<file path="src/rtl/jtag_pkg.sv">
// Shared constants and types for the JTAG instruction-register slice.
package jtag_pkg;

    localparam int IR_WIDTH_DEF = 4;

    localparam logic [3:0] OPC_BYPASS         = 4'b1111;
    localparam logic [3:0] OPC_SAMPLE_PRELOAD = 4'b0101;
    localparam logic [3:0] OPC_EXTEST         = 4'b0110;
    localparam logic [3:0] OPC_NOP            = 4'b0001;
    localparam logic [3:0] OPC_IDCODE         = 4'b1001;
    localparam logic [3:0] OPC_INTEST         = 4'b0100;
    localparam logic [3:0] OPC_UNLOCK         = 4'b1010;
    localparam logic [3:0] OPC_PRIV           = 4'b0011;

    localparam logic [1:0] CAPTURE_LOW = 2'b01;

    typedef enum logic [1:0] {
        LOCKED   = 2'd0,
        ARMED    = 2'd1,
        UNLOCKED = 2'd2
    } lock_state_e;

    typedef struct packed {
        logic bypass;
        logic idcode;
        logic bsr;
        logic priv;
        logic drive_out;
        logic drive_core;
    } ir_dec_t;

endpackage

</file>
<file path="src/rtl/jtag_ir_lock_fsm.sv">
// Two-step unlock gate for the private opcode; UNLOCKED is sticky until Resetn.
module jtag_ir_lock_fsm
    import jtag_pkg::*;
#(
    parameter bit ENABLE = 1'b1
) (
    input  logic        ClockIR,
    input  logic        Resetn,
    input  logic        update_valid,
    input  logic        op_is_unlock,
    output lock_state_e state
);

    lock_state_e r_state;

    // Advance on every update strobe; op_is_unlock is already qualified by a full-length shift.
    always_ff @(posedge ClockIR or negedge Resetn) begin
        if (!Resetn) begin
            r_state <= LOCKED;
        end else if (!ENABLE) begin
            r_state <= LOCKED;
        end else if (update_valid) begin
            case (r_state)
                LOCKED:   r_state <= op_is_unlock ? ARMED : LOCKED;
                ARMED:    r_state <= op_is_unlock ? UNLOCKED : LOCKED;
                UNLOCKED: r_state <= UNLOCKED;
                default:  r_state <= LOCKED;
            endcase
        end else begin
            r_state <= r_state;
        end
    end

    assign state = r_state;

endmodule

</file>
<file path="src/rtl/jtag_ir_unit.sv">
// JTAG instruction register: capture/shift/update, opcode validation with
// private-opcode lock, and decode into data-register selects.
module jtag_ir_unit
    import jtag_pkg::*;
#(
    parameter int         IR_WIDTH      = IR_WIDTH_DEF,
    parameter bit         PRIV_ENABLE   = 1'b1,
    parameter logic [3:0] UNLOCK_OPCODE = OPC_UNLOCK,
    parameter logic [3:0] PRIV_OPCODE   = OPC_PRIV
) (
    input  logic                ClockIR,
    input  logic                Resetn,
    input  logic                CaptureIR,
    input  logic                ShiftIR,
    input  logic                UpdateIR,
    input  logic                TDI,
    input  logic [1:0]          status_in,
    output logic                ir_tdo,
    output logic [IR_WIDTH-1:0] instr,
    output logic                sel_bypass,
    output logic                sel_idcode,
    output logic                sel_bsr,
    output logic                sel_priv,
    output logic                bs_drive_out,
    output logic                bs_drive_core,
    output logic                locked,
    output logic                short_shift
);

    localparam int CNT_W = $clog2(IR_WIDTH + 1);
    localparam logic [CNT_W-1:0] CNT_MAX = CNT_W'(IR_WIDTH);

    localparam logic [IR_WIDTH-1:0] W_BYPASS  = '1;
    localparam logic [IR_WIDTH-1:0] W_SAMPLE  = IR_WIDTH'(OPC_SAMPLE_PRELOAD);
    localparam logic [IR_WIDTH-1:0] W_EXTEST  = IR_WIDTH'(OPC_EXTEST);
    localparam logic [IR_WIDTH-1:0] W_NOP     = IR_WIDTH'(OPC_NOP);
    localparam logic [IR_WIDTH-1:0] W_IDCODE  = IR_WIDTH'(OPC_IDCODE);
    localparam logic [IR_WIDTH-1:0] W_INTEST  = IR_WIDTH'(OPC_INTEST);
    localparam logic [IR_WIDTH-1:0] W_UNLOCK  = IR_WIDTH'(UNLOCK_OPCODE);
    localparam logic [IR_WIDTH-1:0] W_PRIV    = IR_WIDTH'(PRIV_OPCODE);

    function automatic ir_dec_t decode(input logic [IR_WIDTH-1:0] op);
        ir_dec_t d;
        d.bypass     = (op == W_BYPASS) || (op == W_NOP);
        d.idcode     = (op == W_IDCODE);
        d.bsr        = (op == W_SAMPLE) || (op == W_EXTEST) || (op == W_INTEST);
        d.priv       = (op == W_PRIV);
        d.drive_out  = (op == W_EXTEST) || (op == W_INTEST);
        d.drive_core = (op == W_INTEST);
        return d;
    endfunction

    logic [IR_WIDTH-1:0] r_ir_shift;
    logic [IR_WIDTH-1:0] r_instr;
    logic [CNT_W-1:0]    r_shift_cnt;
    logic                r_short_shift;
    ir_dec_t             r_dec;

    logic                w_update;
    logic                w_full;
    logic                w_public;
    logic [IR_WIDTH-1:0] w_instr_nxt;
    lock_state_e         w_lock_state;

    // Strobe priority Capture > Shift > Update, and next-instruction selection.
    always_comb begin
        w_update    = UpdateIR && !CaptureIR && !ShiftIR;
        w_full      = (r_shift_cnt == CNT_MAX);
        w_public    = (r_ir_shift == W_BYPASS) || (r_ir_shift == W_SAMPLE) ||
                      (r_ir_shift == W_EXTEST) || (r_ir_shift == W_NOP)    ||
                      (r_ir_shift == W_IDCODE) || (r_ir_shift == W_INTEST);
        w_instr_nxt = r_instr;
        if (w_update) begin
            if (!w_full) begin
                w_instr_nxt = W_BYPASS;
            end else if (w_public) begin
                w_instr_nxt = r_ir_shift;
            end else if ((r_ir_shift == W_PRIV) && (w_lock_state == UNLOCKED)) begin
                w_instr_nxt = r_ir_shift;
            end else begin
                w_instr_nxt = W_BYPASS;
            end
        end else begin
            w_instr_nxt = r_instr;
        end
    end

    // Shift register, shift counter and sticky short-shift flag.
    always_ff @(posedge ClockIR or negedge Resetn) begin
        if (!Resetn) begin
            r_ir_shift    <= W_NOP;
            r_shift_cnt   <= '0;
            r_short_shift <= 1'b0;
        end else if (CaptureIR) begin
            r_ir_shift  <= IR_WIDTH'({status_in, CAPTURE_LOW});
            r_shift_cnt <= '0;
        end else if (ShiftIR) begin
            r_ir_shift  <= {TDI, r_ir_shift[IR_WIDTH-1:1]};
            r_shift_cnt <= w_full ? r_shift_cnt : r_shift_cnt + CNT_W'(1);
        end else if (w_update && !w_full) begin
            r_short_shift <= 1'b1;
        end else begin
            r_ir_shift <= r_ir_shift;
        end
    end

    // Decode is computed from the next instruction so selects move on the update edge.
    always_ff @(posedge ClockIR or negedge Resetn) begin
        if (!Resetn) begin
            r_instr <= W_IDCODE;
            r_dec   <= decode(W_IDCODE);
        end else begin
            r_instr <= w_instr_nxt;
            r_dec   <= decode(w_instr_nxt);
        end
    end

    jtag_ir_lock_fsm #(
        .ENABLE (PRIV_ENABLE)
    ) u_lock (
        .ClockIR      (ClockIR),
        .Resetn       (Resetn),
        .update_valid (w_update),
        .op_is_unlock (w_full && (r_ir_shift == W_UNLOCK)),
        .state        (w_lock_state)
    );

    assign ir_tdo        = r_ir_shift[0];
    assign instr         = r_instr;
    assign sel_bypass    = r_dec.bypass;
    assign sel_idcode    = r_dec.idcode;
    assign sel_bsr       = r_dec.bsr;
    assign sel_priv      = r_dec.priv;
    assign bs_drive_out  = r_dec.drive_out;
    assign bs_drive_core = r_dec.drive_core;
    assign locked        = (w_lock_state != UNLOCKED);
    assign short_shift   = r_short_shift;

endmodule

</file>
<file path="config.mk">
export PLATFORM = sky130hd
export DESIGN_NAME = jtag_ir_unit
export DESIGN_NICKNAME = d
export VERILOG_FILES = /design/src/rtl/jtag_pkg.sv /design/src/rtl/jtag_ir_lock_fsm.sv /design/src/rtl/jtag_ir_unit.sv
export SDC_FILE = /design/constraint.sdc
export NUM_CORES = 1
export LEC_CHECK = 0
export ABC_AREA = 1
export CORE_MARGIN = 3
export CORE_UTILIZATION = 52
export DETAILED_ROUTE_END_ITERATION = 8
export PLACE_DENSITY = 0.81
export SLEW_MARGIN = 20
export SYNTH_ARGS = -nofsm -noshare
export SYNTH_HDL_FRONTEND = slang
export SYNTH_SLANG_ARGS = --single-unit
</file>
<file path="constraint.sdc">
create_clock -name ClockIR -period 2.95 [get_ports ClockIR]
set_input_delay 0.59 -clock ClockIR [delete_from_list [all_inputs] [get_ports ClockIR]]
set_output_delay 0.59 -clock ClockIR [all_outputs]
set_load 0.02 [all_outputs]
</file>
# Yosys cells after proc, flatten, opt, wreduce, memory -nomap -nowiden
# Cells that the tools add are included.
# totals
inputBits,8
ff_bits,20
wordCells,67
out_inout_bits,13
# op_classes
reduce_logical,21
bitwise_logic,2
n_addsub,1
n_eq_ne,20
n_mux,12
# op_table
cell,n
$eq 4x3->1 const B,6
$mux 4,6
$eq 4x4->1 const B,5
$logic_or 1x1->1,9
$mux 3,3
$eq 4x1->1 const B,2
$eq 4x2->1 const B,2
$pmux 2 s3,1
$logic_and 1x1->1,5
$ne 2x2->1 const B,2
$add 3x1->3 const B,1
$eq 3x3->1 const B,1
$logic_not 1->1,3
$reduce_and 3->1,1
$eq 2x1->1 const B,1
$eq 2x2->1 const B,1
$logic_not 2->1,1
$mux 2,1
$not 1->1,2
$reduce_and 2->1,1
$reduce_bool 2->1,1
$mux 1,1

# Logic depth before layout (Yosys ltp)
# logic_depth
ltp_word,12
depth_mapped,11
mapped_depth_nobuf,11

# Hierarchy
# From an unflattened synthesis, not the netlist that was laid out.
# hier_totals
hier_cells,123
area_unflattened_um2,1081.0
# by_module_without_submodules
mod,cells_each,n_inst,seq_area_each_um2,area_each_um2
jtag_ir_unit,111,1,455.4,991.0
jtag_ir_lock_fsm,12,1,50.0,90.1

# Worst setup path after synthesis
# No wires, ideal clock.
# synth_path
path_kind,input-to-reg
startpoint,in ShiftIR
endpoint,reg r_dec (netlist bit sel_bypass)
stages,9
arrival_ns,1.388
path_slack_ns,1.446
setup_time_ns,0.116
n_path_buf,1
required_time_ns,2.834
cell_sequence,buf_6 > nor2_4 > nand2_4 > nor2_2 > nand3_2 > nand2_2 > nor2_1 > nand3_1 > nand2_1
# synth_via
elab_chain_len,5
elab_cells_between_ends,6
classes_between,eq/ne (2); mux (1); reduce/logical (3)
# synth_lines
item,line,text
start: declaration,jtag_ir_unit.sv:14,"input logic ShiftIR,"
$logic_not 1->1 *,jtag_ir_unit.sv:67,w_update = UpdateIR && !CaptureIR && !ShiftIR;
$logic_and 1x1->1 *,jtag_ir_unit.sv:67,
$mux 4 *,jtag_ir_unit.sv:73,if (w_update) begin
$eq 4x4->1 or $eq 4x1->1 (tied branches),jtag_ir_unit.sv:44,d.bypass = (op == W_BYPASS) || (op == W_NOP);
$logic_or 1x1->1 *,jtag_ir_unit.sv:44,
end signal: assignment,jtag_ir_unit.sv:111,r_dec <= decode(W_IDCODE);
end signal: assignment,jtag_ir_unit.sv:114,r_dec <= decode(w_instr_nxt);
end: declaration,jtag_ir_unit.sv:57,ir_dec_t r_dec;
# Mark *: on every way between the ends. The rest lies on a longest branch, timed or not.
# A chain may end at the register's enable or synchronous reset.

# Worst setup path after layout
# layout_path
startpoint,reg u_lock.r_state[1] (netlist: u_lock.state[1])
endpoint,out locked
# layout_via
elab_chain_len,1
# layout_lines
item,line,text
start: declaration,jtag_ir_lock_fsm.sv:14,lock_state_e r_state;
start signal: assignment,jtag_ir_lock_fsm.sv:24,LOCKED: r_state <= op_is_unlock ? ARMED : LOCKED;
start signal: assignment,jtag_ir_lock_fsm.sv:25,ARMED: r_state <= op_is_unlock ? UNLOCKED : LOCKED;
start signal: assignment,jtag_ir_lock_fsm.sv:30,r_state <= r_state;
$ne 2x2->1,jtag_ir_unit.sv:136,assign locked = (w_lock_state != UNLOCKED);
end: declaration,jtag_ir_unit.sv:26,"output logic locked,"
# Every way passes these cells.

==> impl_results.md <==
* P per Cell Area at 480 mW/mm²
* Layout cell share with drive strength beyond 1 at 0.201
* Met3 Usage GRT at 0.0272
* Arr. time, crit path at 1.46 ns
* Num CTS Buffers at 3
* Worst Hold Class: reg2reg
* Drt total wl at 1870 µm
* FMAX at 488 MHz
* R2R Setup Slk at 1.43 ns
* First-pass GRT wire length at 3170 µm
* Inst Count DP at 155
* Via-per-instance ratio at 4.94
* R2R cell count at 10
* Clk sink count at 20
* CP Capture Type: output port
* Post-synth cell types at 23
* Area Growth Syn to Fin at 25.9%
* Gr ovfl total at 0
* Antenna viol nets, final at 0
* Cells after synthesis at 111
* Largest net degree at the start of global routing at 21
* Number of antenna violations at the first check in global routing at 0
* Multi-input combinational cell area at 404 µm²
* Setup TNS at 0 ns
* Yosys Warn Count at 0
* CTS tree: yes
* Max-slew violations at 0
* Relative slew slack at 0.437
* Startpoint types: register
* Max Clock Skew at 0.00484 ns
* Final non-filler cell total at 159
* Number of gates resized after CTS at 0
* Core footprint at 0.00176 mm²
* Root Driver: clkbuf_4
* Site row count at 15
* Leakage at 0.580 nW
* PortBufs at 20
* Layout Nets at 145
* Post-DP HPWL at 1450 µm
* DRC Markers at 0
* Post-synthesis async set-or-reset flop share at 1.00
* DRT iter0 DRCs at 19
* Unrepaired setup endpoints after global routing: false
* Netlist Area Pre-Place at 988 µm²
* Post-CTS setup buffers at 0
* Die span in y at 49.6 µm
* Clock slew at reported path FFs at 0.11 ns
* Max cap viols at 0
* Critical Path RT at 2.36 ns
* Slew @ Worst Pin at 0.842 ns
* Period minus WS final at 2.05 ns
* Worst Path Max Fanout at 2
* Status: finished clean
* Vias in the first global route at 712
* Fin. Hold Viols at 0
* Antenna cell count at 0
* Htree depth at 1
* Critical path class: reg2out
* Die span in x at 49.6 µm
* Post-synthesis net count at 121
* WL/cell at 11.8 µm
* IO Pins at 21
* R2R Path End: sel_idcode$_DFF_PN1_
* FF-to-FF Start: r_shift_cnt[0]$_DFFE_PN0P_
* Register area share after synthesis at 0.511
* # hold bufs at CTS at 0
* Final setup violation count at 0
* Post-synth EDFFs at 0
* Crit share post-route at 0.695
* Post-synth top flop: dfrtp_1
* Grt met1 use at 0.219
* Worst-Skew Late Latency at 0.31 ns
* Detailed Routing Iterations Pass 1 at 4
* Reg area at 505 µm²
* Clock buffer depth at 2
* Total Routing Usage GR at 0.168
* FF+latch count, synth at 20
* Full die area at 0.00246 mm²
* Syn_area_per_cell at 8.90 µm²
* Global routing met2 resource utilization at 0.269
* Worst VDD drop at 0.321 mV
* Starting Density at 0.560
* Critical path origin: u_lock.state[1]$_DFFE_PN0P_
* Crit path to: locked
* Fillers at 155
* Vias post-DR at 786
* Grt peak-use layer: met2
* GP Congestion at 0.842
[where the power goes]
group | leakage [nW] | internal, mW | switching, mW | total, mW
logic | 0.318 | 0.0524 | 0.0748 | 0.127
clock network | 0.0210 | 0.0754 | 0.0862 | 0.162
registers | 0.241 | 0.296 | 0.0129 | 0.309
total | 0.580 | 0.423 | 0.174 | 0.597
[logic make-up (layout without fill, tap and decap cells)]
kind of cell    after synthesis  count (layout)  share of synthesized area
compound gates               15              15                     0.0848
buf+inv                      19              42                     0.0797
flops                        20              20                      0.511
simple gates                 55              55                      0.299
fa+ha+maj                     2               2                     0.0253
[cell usage in the layout, fill, tap and decap left out]
cell type	n
o21ai_0	3
nand3_1	7
nand2_1	16
or2_1	1
a31o_2	1
a21oi_1	8
clkbuf_8	1
nand2_2	5
dfrtp_1	16
dfstp_2	4
a211oi_1	1
nor2_1	14
o22ai_1	2
nand3_2	4
clkbuf_4	3
inv_2	3
nor2_4	1
or2_4	2
clkdlybuf4s50_1	20
nor2_2	1
nand2_4	2
ha_1	2
nand4_1	1
inv_1	15
nor4_1	1
[cell usage after synthesis (3+ instances only)]
| cell type | number | area share |
|---|---|---|
| dfrtp_1 | 16 | 0.41 |
| dfstp_2 | 4 | 0.11 |
| a21oi_1 | 8 | 0.041 |
| inv_1 | 15 | 0.057 |
| nand2_2 | 5 | 0.032 |
| o21ai_0 | 3 | 0.015 |
| inv_2 | 3 | 0.011 |
| nor2_1 | 14 | 0.053 |
| nand3_1 | 7 | 0.035 |
| nand3_2 | 4 | 0.041 |
| nand2_1 | 16 | 0.061 |
[worst min-delay path by stage]
stage                             from                 endpoint  cells past startpoint
2_1_floorplan                   Resetn  bs_drive_core$_DFF_PN0_                      0
3_3_place_gp   short_shift$_DFFE_PN0P_  short_shift$_DFFE_PN0P_                      1
3_5_place_dp   short_shift$_DFFE_PN0P_  short_shift$_DFFE_PN0P_                      1
4_1_cts        short_shift$_DFFE_PN0P_  short_shift$_DFFE_PN0P_                      1
5_1_grt        short_shift$_DFFE_PN0P_  short_shift$_DFFE_PN0P_                      1
6_report       short_shift$_DFFE_PN0P_  short_shift$_DFFE_PN0P_                      1
[metal layers]
layer	share of wire	wire length (µm)
met1	0.47	876
met2	0.47	881
met3	0.043	81
met4	0.018	33
met5	0	0
[worst max-delay path: stages, from the launching register on]
cell and delay, ns:
dfrtp_1 0.40, inv_1 0.07, nor2_1 0.05, inv_1 0.04
clkdlybuf4s50_1 0.59
[flip-flops by register name (all words and copies together), names as in the netlist]
register	cells
bs_drive_out	1
r_ir_shift	4
u_lock.state	2
short_shift	1
r_shift_cnt	3
bs_drive_core	1
sel_bypass	1
sel_idcode	1
sel_bsr	1
sel_priv	1
instr	4
[cell type report]
class                      instances  area share
clock buffer                       4      0.0291
inverter                          18      0.0543
multi-input combinational         72       0.325
sequential                        20       0.406
tap                               25      0.0251
timing repair buffer              20       0.161
[through the flow]
stage / utilization / area [µm²] / setup WS (ns) / power (mW) / hold slack, ns
floorplan: - / 988 / 1.45 / 0.390 / 0.294
global placement: 0.685 / 1210 / 0.834 / 0.439 / 0.473
detailed placement: 0.685 / 1210 / 0.818 / 0.441 / 0.489
CTS: 0.706 / 1240 / 0.889 / 0.603 / 0.516
global route: 0.706 / 1240 / 0.845 / 0.631 / 0.546
finish: 0.706 / 1240 / 0.900 / 0.597 / 0.513
No activity file was read; power rests on OpenSTA's default activity.
